[src/rtl/fifo_share_ctrl.sv]
// ---------------------------------------------------------------------------
// fifo_share_ctrl
//   Sharing and sequencing controller placed in front of a synchronous FIFO.
//   Two producers are round-robin arbitrated onto the FIFO write port, and
//   consumer read requests are turned into legal FIFO reads. A shadow
//   occupancy counter keeps writes off a full FIFO and reads off an empty
//   one. The shadow count is cross-checked against the FIFO flags, and any
//   mismatch sets a sticky error.
//
// Ports
//   clk           in   rising-edge clock
//   clear         in   asynchronous active-high reset (also resets the FIFO)
//   req0 / data0  in   producer 0 request, held with its data until gnt0
//   req1 / data1  in   producer 1 request, held with its data until gnt1
//   gnt0 / gnt1   out  combinational same-cycle accept, at most one high
//   rd_req        in   consumer read request, one word per asserted cycle
//   rd_ack        out  combinational same-cycle accept of rd_req
//   fifo_wr       out  registered FIFO write strobe
//   fifo_data_in  out  registered FIFO write data
//   fifo_rd       out  registered FIFO read strobe
//   fifo_empty    in   FIFO empty flag
//   fifo_full     in   FIFO full flag
//   level         out  shadow occupancy (words committed to the FIFO)
//   err           out  sticky shadow-count / FIFO-flag mismatch
// ---------------------------------------------------------------------------
module fifo_share_ctrl #(
   parameter int WIDTH = 8,
   parameter int DEPTH = 8,
   parameter int LW    = 4
) (
   input  logic             clk,
   input  logic             clear,
   input  logic             req0,
   input  logic [WIDTH-1:0] data0,
   input  logic             req1,
   input  logic [WIDTH-1:0] data1,
   output logic             gnt0,
   output logic             gnt1,
   input  logic             rd_req,
   output logic             rd_ack,
   output logic             fifo_wr,
   output logic [WIDTH-1:0] fifo_data_in,
   output logic             fifo_rd,
   input  logic             fifo_empty,
   input  logic             fifo_full,
   output logic [LW-1:0]    level,
   output logic             err
);

   localparam logic [LW-1:0] DEPTH_L = LW'(DEPTH);

   logic          wr_ok;
   logic          rd_ok;
   logic          favour1;   // 1: producer 1 wins the next contested cycle
   logic [LW-1:0] level_d;   // level delayed to line up with the FIFO flags
   logic          chk_en;    // flag check is armed from the second edge on

   // Credits come from the registered level only. A read issued in the same
   // cycle does not free a slot for a write, and a write issued in the same
   // cycle does not make a word available for a read.
   assign wr_ok = (level < DEPTH_L);
   assign rd_ok = (level != '0);

   // NOTE: every output of a combinational block is given a default first,
   //       so no path leaves it unassigned and no latch is inferred.
   always_comb begin
      gnt0 = 1'b0;
      gnt1 = 1'b0;
      if (wr_ok) begin
         if (req0 && req1) begin
            gnt0 = !favour1;
            gnt1 = favour1;
         end else begin
            gnt0 = req0;
            gnt1 = req1;
         end
      end
   end

   assign rd_ack = rd_req & rd_ok;

   // NOTE: state is updated with non-blocking assignments so that every
   //       register samples the pre-edge values, whatever order the
   //       statements appear in.
   always_ff @(posedge clk or posedge clear) begin
      if (clear) begin
         fifo_wr      <= 1'b0;
         fifo_rd      <= 1'b0;
         fifo_data_in <= '0;
         favour1      <= 1'b0;
         level        <= '0;
         level_d      <= '0;
         chk_en       <= 1'b0;
         err          <= 1'b0;
      end else begin
         fifo_wr <= gnt0 | gnt1;
         fifo_rd <= rd_ack;

         // Write data holds its last value when nothing is granted.
         if (gnt0) begin
            fifo_data_in <= data0;
            favour1      <= 1'b1;
         end else if (gnt1) begin
            fifo_data_in <= data1;
            favour1      <= 1'b0;
         end

         // wr_ok and rd_ok already prevent overflow and underflow, so the
         // counter needs no extra clamping.
         case ({gnt0 | gnt1, rd_ack})
            2'b10:   level <= level + 1'b1;
            2'b01:   level <= level - 1'b1;
            default: level <= level;
         endcase

         // A command seen at edge N reaches the FIFO at edge N+1, so the
         // flags reflect the level one edge later. The first edge after
         // reset only arms the check.
         level_d <= level;
         chk_en  <= 1'b1;
         if (chk_en &&
             ((fifo_empty != (level_d == '0)) ||
              (fifo_full  != (level_d == DEPTH_L))))
            err <= 1'b1;
      end
   end

endmodule
[config.mk]
export PLATFORM = sky130hd
export DESIGN_NAME = fifo_share_ctrl
export DESIGN_NICKNAME = d
export VERILOG_FILES = /design/src/rtl/fifo_share_ctrl.sv
export SDC_FILE = /design/constraint.sdc
export NUM_CORES = 1
export LEC_CHECK = 0
export ABC_AREA = 1
export CAP_MARGIN = 20
export CORE_MARGIN = 2
export CORE_UTILIZATION = 45
export DETAILED_ROUTE_END_ITERATION = 16
export PLACE_DENSITY = 0.95
export SLEW_MARGIN = 15
export SYNTH_ARGS = -nofsm -noshare
export SYNTH_HDL_FRONTEND = slang
export SYNTH_SLANG_ARGS = --single-unit
[constraint.sdc]
create_clock -name clk -period 6.7 [get_ports clk]
set_clock_uncertainty 0.15 [all_clocks]
set_input_delay 1.34 -clock clk [delete_from_list [all_inputs] [get_ports clk]]
set_output_delay 1.34 -clock clk [all_outputs]
set_load 0.05 [all_outputs]
Yosys cells after proc, flatten, opt, wreduce, memory -nomap -nowiden
Cells that the tools add are included.

storage, ports and cells
  input port bits = 23
  output and inout port bits = 18
  register bits = 21
  word-level logic and storage cells = 35

cells by class
  magnitude comparators = 1
  $add $sub $neg = 2
  multiplexer cells = 9
  reduce and logical (&&, ||, !) cells = 8
  equal/unequal tests = 5
  bitwise logic cells = 2

operator list
  cell                 count
  $mux 8               2
  $pmux 4 s2           1
  $mux 1               6
  $add 4x1->4 const B  1
  $eq 4x4->1 const B   1
  $logic_not 4->1      1
  $lt 4x4->1 const B   1
  $reduce_bool 2->1    2
  $reduce_bool 4->1    1
  $sub 4x1->4 const B  1
  $eq 2x1->1 const B   1
  $eq 2x2->1 const B   1
  $logic_and 1x1->1    2
  $ne 1x1->1           2
  $and 1x1->1          1
  $logic_not 1->1      1
  $logic_or 1x1->1     1
  $or 1x1->1           1

Longest topological paths before layout
Gate-level depths: netlist of run 1.

  depth in word-level cells = 6
  mapped depth = 14
  mapped depth without buffers = 13

Worst setup path after synthesis of run 1
Ideal clock, no wire load.

  path type = input port to output port
  start = input port req0
  end = output port gnt1
  arrival = 2,543 ps
  stages = 1
  setup slack = 2,667 ps
  path buffers = 0
  data required time = 5,210 ps
  cell sequence = a211oi_1

between the ends
  longest elaborated chain between the ends = 3

RTL lines
  what                line  text
  start: declaration  33    input logic req0,
  $logic_and 1x1->1   70    if (req0 && req1) begin
  $mux 1              70
  $mux 1              69    if (wr_ok) begin
  end: declaration    38    output logic gnt1,

Every way passes these cells.

Worst setup path after layout of run 1
  start = input port req0
  end = output port gnt0

between the ends
  longest elaborated chain between the ends = 3

RTL lines
  what               line  text
  $logic_and 1x1->1  70
  $mux 1 *           70
  $mux 1 *           69
  end: declaration   37    output logic gnt0,

Every way passes the cells marked *; elsewhere a longest branch is shown, timed or not.

==> results of run 1 <==
-- cells in the final DEF, fill, tap and decap left out --
| master | count |
|---|---|
| clkbuf_1 | 1 |
| nand3_1 | 5 |
| fa_1 | 1 |
| nand3_2 | 1 |
| o21ai_2 | 1 |
| nand4_1 | 1 |
| inv_1 | 13 |
| inv_2 | 2 |
| xnor2_1 | 2 |
| or2_2 | 1 |
| nand2_1 | 34 |
| clkdlybuf4s50_1 | 40 |
| ha_1 | 3 |
| dfrtp_1 | 21 |
| a31oi_1 | 8 |
| nor2_1 | 11 |
| xor2_1 | 1 |
| o21ai_0 | 2 |
| conb_1 | 1 |
| a211oi_1 | 1 |
| o21a_1 | 1 |
| o21ai_1 | 1 |
| clkbuf_4 | 3 |
-- where the power goes --
group | internal (uW) | switching [uW] | leakage, uW
clock | 23.2 | 36.4 | 0.0000150
sequential | 183 | 46.3 | 0.000244
combinational | 152 | 293 | 0.000416
-- final timing paths --
kind,start,to
worst max-delay path,req0,gnt0
worst min-delay path,chk_en,err
worst max register to register,level[3],level[3]
worst min register to register,chk_en,err
max in group asynchronous,clear,err
min in group asynchronous,clear,level[1]
-- final cells by class --
cell class | count | area [sq um]
fillers | 144 | 586.8
multi-input cells | 75 | 392.9
inverters | 15 | 56.30
well taps | 27 | 33.78
clock buffers | 4 | 26.28
flip-flops and latches | 21 | 525.5
repair buffers | 40 | 400.4
-- state kept, by name, indices dropped and copies added (netlist names) --
register	count
level	4
chk_en	1
level_d	4
fifo_wr	1
favour1	1
fifo_rd	1
err	1
fifo_data_in	8
-- per-stage QoR --
| stage | instance area, sq um | total power [uW] |
|---|---|---|
| final | 1435 | 733.7 |
| after global routing | 1435 | 777.8 |
| after CTS | 1435 | 734.1 |
| after detailed placement | 1409 | 674.4 |
| after global placement | 1409 | 652.4 |
| after floorplan | 985.9 | 526.6 |
-- metal layers --
| layer | GRT usage (%) | routed length, um | up-vias |
|---|---|---|---|
| met5 | 0 | 0 | - |
| met4 | 8.108 | 84 | 0 |
| met3 | 3.509 | 105 | 10 |
| met2 | 41.89 | 1469 | 35 |
| met1 | 23.40 | 989 | 447 |
| li1 | - | - | 443 |
-- cells by family after synthesis --
group	share of synthesized area (%)
XOR/XNOR	2.665
adder cells (fa/ha/maj)	5.838
flip-flops	53.30
AO/OA/AOI/OAI	9.011
buffers and inverters	6.853
AND/OR/NAND/NOR	21.95
other	0.3803
-- worst max-delay path: cells and delay by family --
kind	cells	cell delay, ps
buf+inv	3	1580
simple gates	1	230
==> results.yml, run 1 <==
layout:
  drive_gt1_share_pct: 5.161
  stdcell_count: 182
  area_growth_pct: 45.56
  final_core_utilization_pct: 70.98
  antennaDiodeCount: 0
  final_nets: 183
clocking:
  cts_tree: "done"
  postCtsSetupBuffers: 0
  clock_path_buffers: 2
  cts.sinks: 21
  clock_latency_ps: 300
  cts_hold_buf: 0
  htree_levels: 1
  numCtsBuffers: 3
  cts_resized: 0
  path_clk_slew_ps: 110
  cts_root_buf: "clkbuf_4"
critical_path:
  max_stage_delay_ps: 830
  reg2reg_slack_ps: 4090
  cp.arrival_ps: 3150
  critPathMaxFanout: 10
  cp_slowest_cell: "clkdlybuf4s50_1"
  required_ps: 5210
  path_cells: "clkdlybuf4s50_1 -> nand3_2 -> inv_2 -> clkdlybuf4s50_1"
  worst-setup-path-type: "in2out"
  rr_worst_depth: 9
  startpoint_type: "primary input"
  end_kind: "output pin"
  cp_common_cell: "clkdlybuf4s50_1"
global_routing:
  grt_max_degree: 22
  grt-ovfl-total: 0
  antenna_found_initial: 0
  grtUsageTotal_pct: 21.66
  grt_pass1_vias: 936
  grt_pass1_wl_um: 4077
die:
  dieArea_sq_mm: 0.002582
  die_width_um: 50.81
  fp.coreArea_sq_mm: 0.002022
  start_util_pct: 48.76
  die_h_um: 50.81
  ios: 41
  num_rows: 16
routing:
  via_per_inst: 5.137
  dr.pass1.iters: 4
  postRouteAntennaNets: 0
  drt_iter0_markers: 10
  vias: 935
  drcViolationCount: 0
  routed_wl_um: 2649
  wl_per_cell_um: 14.55
synthesis:
  synthesis.instances: 112
  avgSynthCellArea_sq_um: 8.803
  synth_area_leaders: "dfrtp_1, nand2_1, a31oi_1"
  synth_commonest_cells: "nand2_1, dfrtp_1, inv_1"
  synthFlopType: "dfrtp_1"
  mappedNetlistArea_sq_um: 985.9
  synth_enable_flop_cells: 0
  synthArstFlopShare_pct: 100.0
  yosysMostFrequentCell: "nand2_1"
  synth_area_leader_cell: "dfrtp_1"
  syn_nets: 139
  ys_seq_area_share_pct: 53.30
  synth_cell_type_count: 21
  yosys_warnings: 0
  ys_ff_latch: 21
  synth_top_cell_area_share_pct: 53.30
power:
  vdd_drop_max_mv: 0.2967
  power_density_mw_per_mm2: 511.3
  power.leakage_uw: 0.0006751
min_path:
  min_path_type: "reg2reg"
  hold_depth: 2
timing:
  fin_ws_ps: 2060
  max_freq_mhz: 215.5
  fin_setup_tns_ps: 0
  period_share_pct: 69.26
  relSlewSlack_pct: 47.36
  fin_hold_ws_ps: 316.3
  rsz0062_at_grt: "false"
  finalSetupViolations: 0
  fin_crit_ps: 4640
  slew_violations: 0
  hold_viol_final: 0
  tightestPinTransition_ps: 788.8
placement:
  gp_congestion: 0.8010
  dp_cells: 178
  numPortBuffers: 40
  dpl.hpwl_um: 2102
  pre_cts_slack_ps: 2078
status:
  outcome: "completed"
run:
  maxCapViolations: 0
Power figures use the tool's default switching activity.
==> run 2, diff against run 1 <==
--- a/config.mk
+++ b/config.mk
@@ -8,9 +8,9 @@
 export ABC_AREA = 1
 export CAP_MARGIN = 20
 export CORE_MARGIN = 2
-export CORE_UTILIZATION = 45
+export CORE_UTILIZATION = 41
 export DETAILED_ROUTE_END_ITERATION = 16
-export PLACE_DENSITY = 0.95
+export PLACE_DENSITY = 0.89
 export SLEW_MARGIN = 15
 export SYNTH_ARGS = -nofsm -noshare
 export SYNTH_HDL_FRONTEND = slang
==> constraint.sdc (replaced) <==
create_clock -name clk -period 4.72 [get_ports clk]
set_clock_uncertainty 0.15 [all_clocks]
set_input_delay 0.944 -clock clk [delete_from_list [all_inputs] [get_ports clk]]
set_output_delay 0.944 -clock clk [all_outputs]
set_load 0.05 [all_outputs]
==> results.yml, run 2 (synthesized netlist as in run 1, its figures left out) <==
status:
  outcome: "completed"
critical_path:
  max_stage_delay_ps: 820
  worst-setup-path-type: "in2out"
  path_cells: "clkdlybuf4s50_1 -> nand3_2 -> inv_2 -> clkdlybuf4s50_1"
  end_kind: "output pin"
  startpoint_type: "primary input"
  cp_slowest_cell: "clkdlybuf4s50_1"
  cp.arrival_ps: 2670
  rr_worst_depth: 10
  cp_common_cell: "clkdlybuf4s50_1"
  required_ps: 3630
  critPathMaxFanout: 10
timing:
  period_share_pct: 79.85
  relSlewSlack_pct: 50.04
  fin_hold_ws_ps: 305.1
  tightestPinTransition_ps: 748.6
  slew_violations: 0
  hold_viol_final: 0
  fin_setup_tns_ps: 0
  fin_ws_ps: 951.0
  finalSetupViolations: 0
  max_freq_mhz: 265.3
  fin_crit_ps: 3769
  rsz0062_at_grt: "false"
global_routing:
  antenna_found_initial: 0
  grt-ovfl-total: 0
  grt_util_met3_pct: 2.542
  grtUsageMet2_pct: 32.50
  grt_pass1_wl_um: 3539
  grt_max_degree: 22
  grtUsageTotal_pct: 17.14
  busiest_layer: "met2"
  grt_pass1_vias: 873
  grt_use_met1_pct: 18.81
layout:
  final_core_utilization_pct: 64.31
  area_growth_pct: 45.69
  mostFrequentLayoutCells: "clkdlybuf4s50_1, nand2_1, dfrtp_1"
  regMostFlops: "fifo_data_in"
  filler_cell_count: 190
  seq_area_sq_um: 525.5
  antennaDiodeCount: 0
  largest_reg_flops: 8
  final_nets: 183
  multi_input_area_sq_um: 392.9
  drive_gt1_share_pct: 5.161
  top_regs: "fifo_data_in x8, level x4, level_d x4"
  final_common_cell: "clkdlybuf4s50_1"
run:
  maxCapViolations: 0
die:
  dieArea_sq_mm: 0.002813
  fp.coreArea_sq_mm: 0.002233
  die_width_um: 53.04
  ios: 41
  num_rows: 17
  start_util_pct: 44.15
  die_h_um: 53.04
routing:
  postRouteAntennaNets: 0
  vias: 899
  wl_per_cell_um: 12.37
  drt_iter0_markers: 11
  drcViolationCount: 0
  routed_wl_um: 2263
  via_per_inst: 4.913
  dr.pass1.iters: 4
clocking:
  cts.sinks: 21
  clock_path_buffers: 2
  numCtsBuffers: 3
  path_clk_slew_ps: 100
  postCtsSetupBuffers: 0
  htree_levels: 1
  cts_resized: 0
  cts_root_buf: "clkbuf_4"
  clock_latency_ps: 290
  cts_hold_buf: 0
  cts_tree: "done"
placement:
  numPortBuffers: 40
  pre_cts_slack_ps: 953.4
  gp_congestion: 0.7700
  dpl.hpwl_um: 1855
min_path:
  hold_depth: 2
  min_path_type: "reg2reg"
power:
  power_density_mw_per_mm2: 715.0
  power.leakage_uw: 0.0006751
  vdd_drop_max_mv: 0.4869
  power_uw: 1027
## run 2: cell counts in the layout (fill, tap and decap cells not counted)
No cell type changed its count.
## run 2: layer usage
layer | wire [um] | up-vias
met2 | 1230 | 23
li1 | - | 441
met1 | 899 | 431
met3 | 89 | 4
met4 | 43 | 0
met5 | 0 | -
## run 2: critical path: cells and delay by family
kind          cells  cell delay [ps]
simple gates      1              210
buf+inv           3             1520
## run 2: report_power, final
| group | internal [uW] | leakage [uW] | total [uW] | switching, uW |
|---|---|---|---|---|
| sequential | 259 | 0.000244 | 320 | 61.0 |
| combinational | 216 | 0.000416 | 627 | 411 |
| clock | 32.7 | 0.0000150 | 79.8 | 47.0 |
| total | 508 | 0.000675 | 1030 | 519 |
## run 2: cell type report
cell class / instances / area share (%)
tap: 28 / 2.439
clock buffer: 4 / 1.829
inverter: 15 / 3.920
timing repair buffer: 40 / 27.87
multi-input combinational: 75 / 27.35
sequential: 21 / 36.59
## run 2: per-stage QoR
| stage | std cells | instance area [sq um] |
|---|---|---|
| after detailed placement | 179 | 1410 |
| final | 183 | 1436 |
| after global placement | 179 | 1410 |
| after floorplan | 112 | 985.9 |
| after global routing | 183 | 1436 |
| after CTS | 183 | 1436 |
## run 2: worst paths after layout
check                           slack, ps     start              end
worst max-delay path                  950      req0             gnt0
worst min-delay path                  310    chk_en              err
worst max register to register       2170  level[3]         level[3]
worst min register to register        310    chk_en              err
max in group asynchronous            3000     clear       level_d[0]
min in group asynchronous             940     clear  fifo_data_in[5]
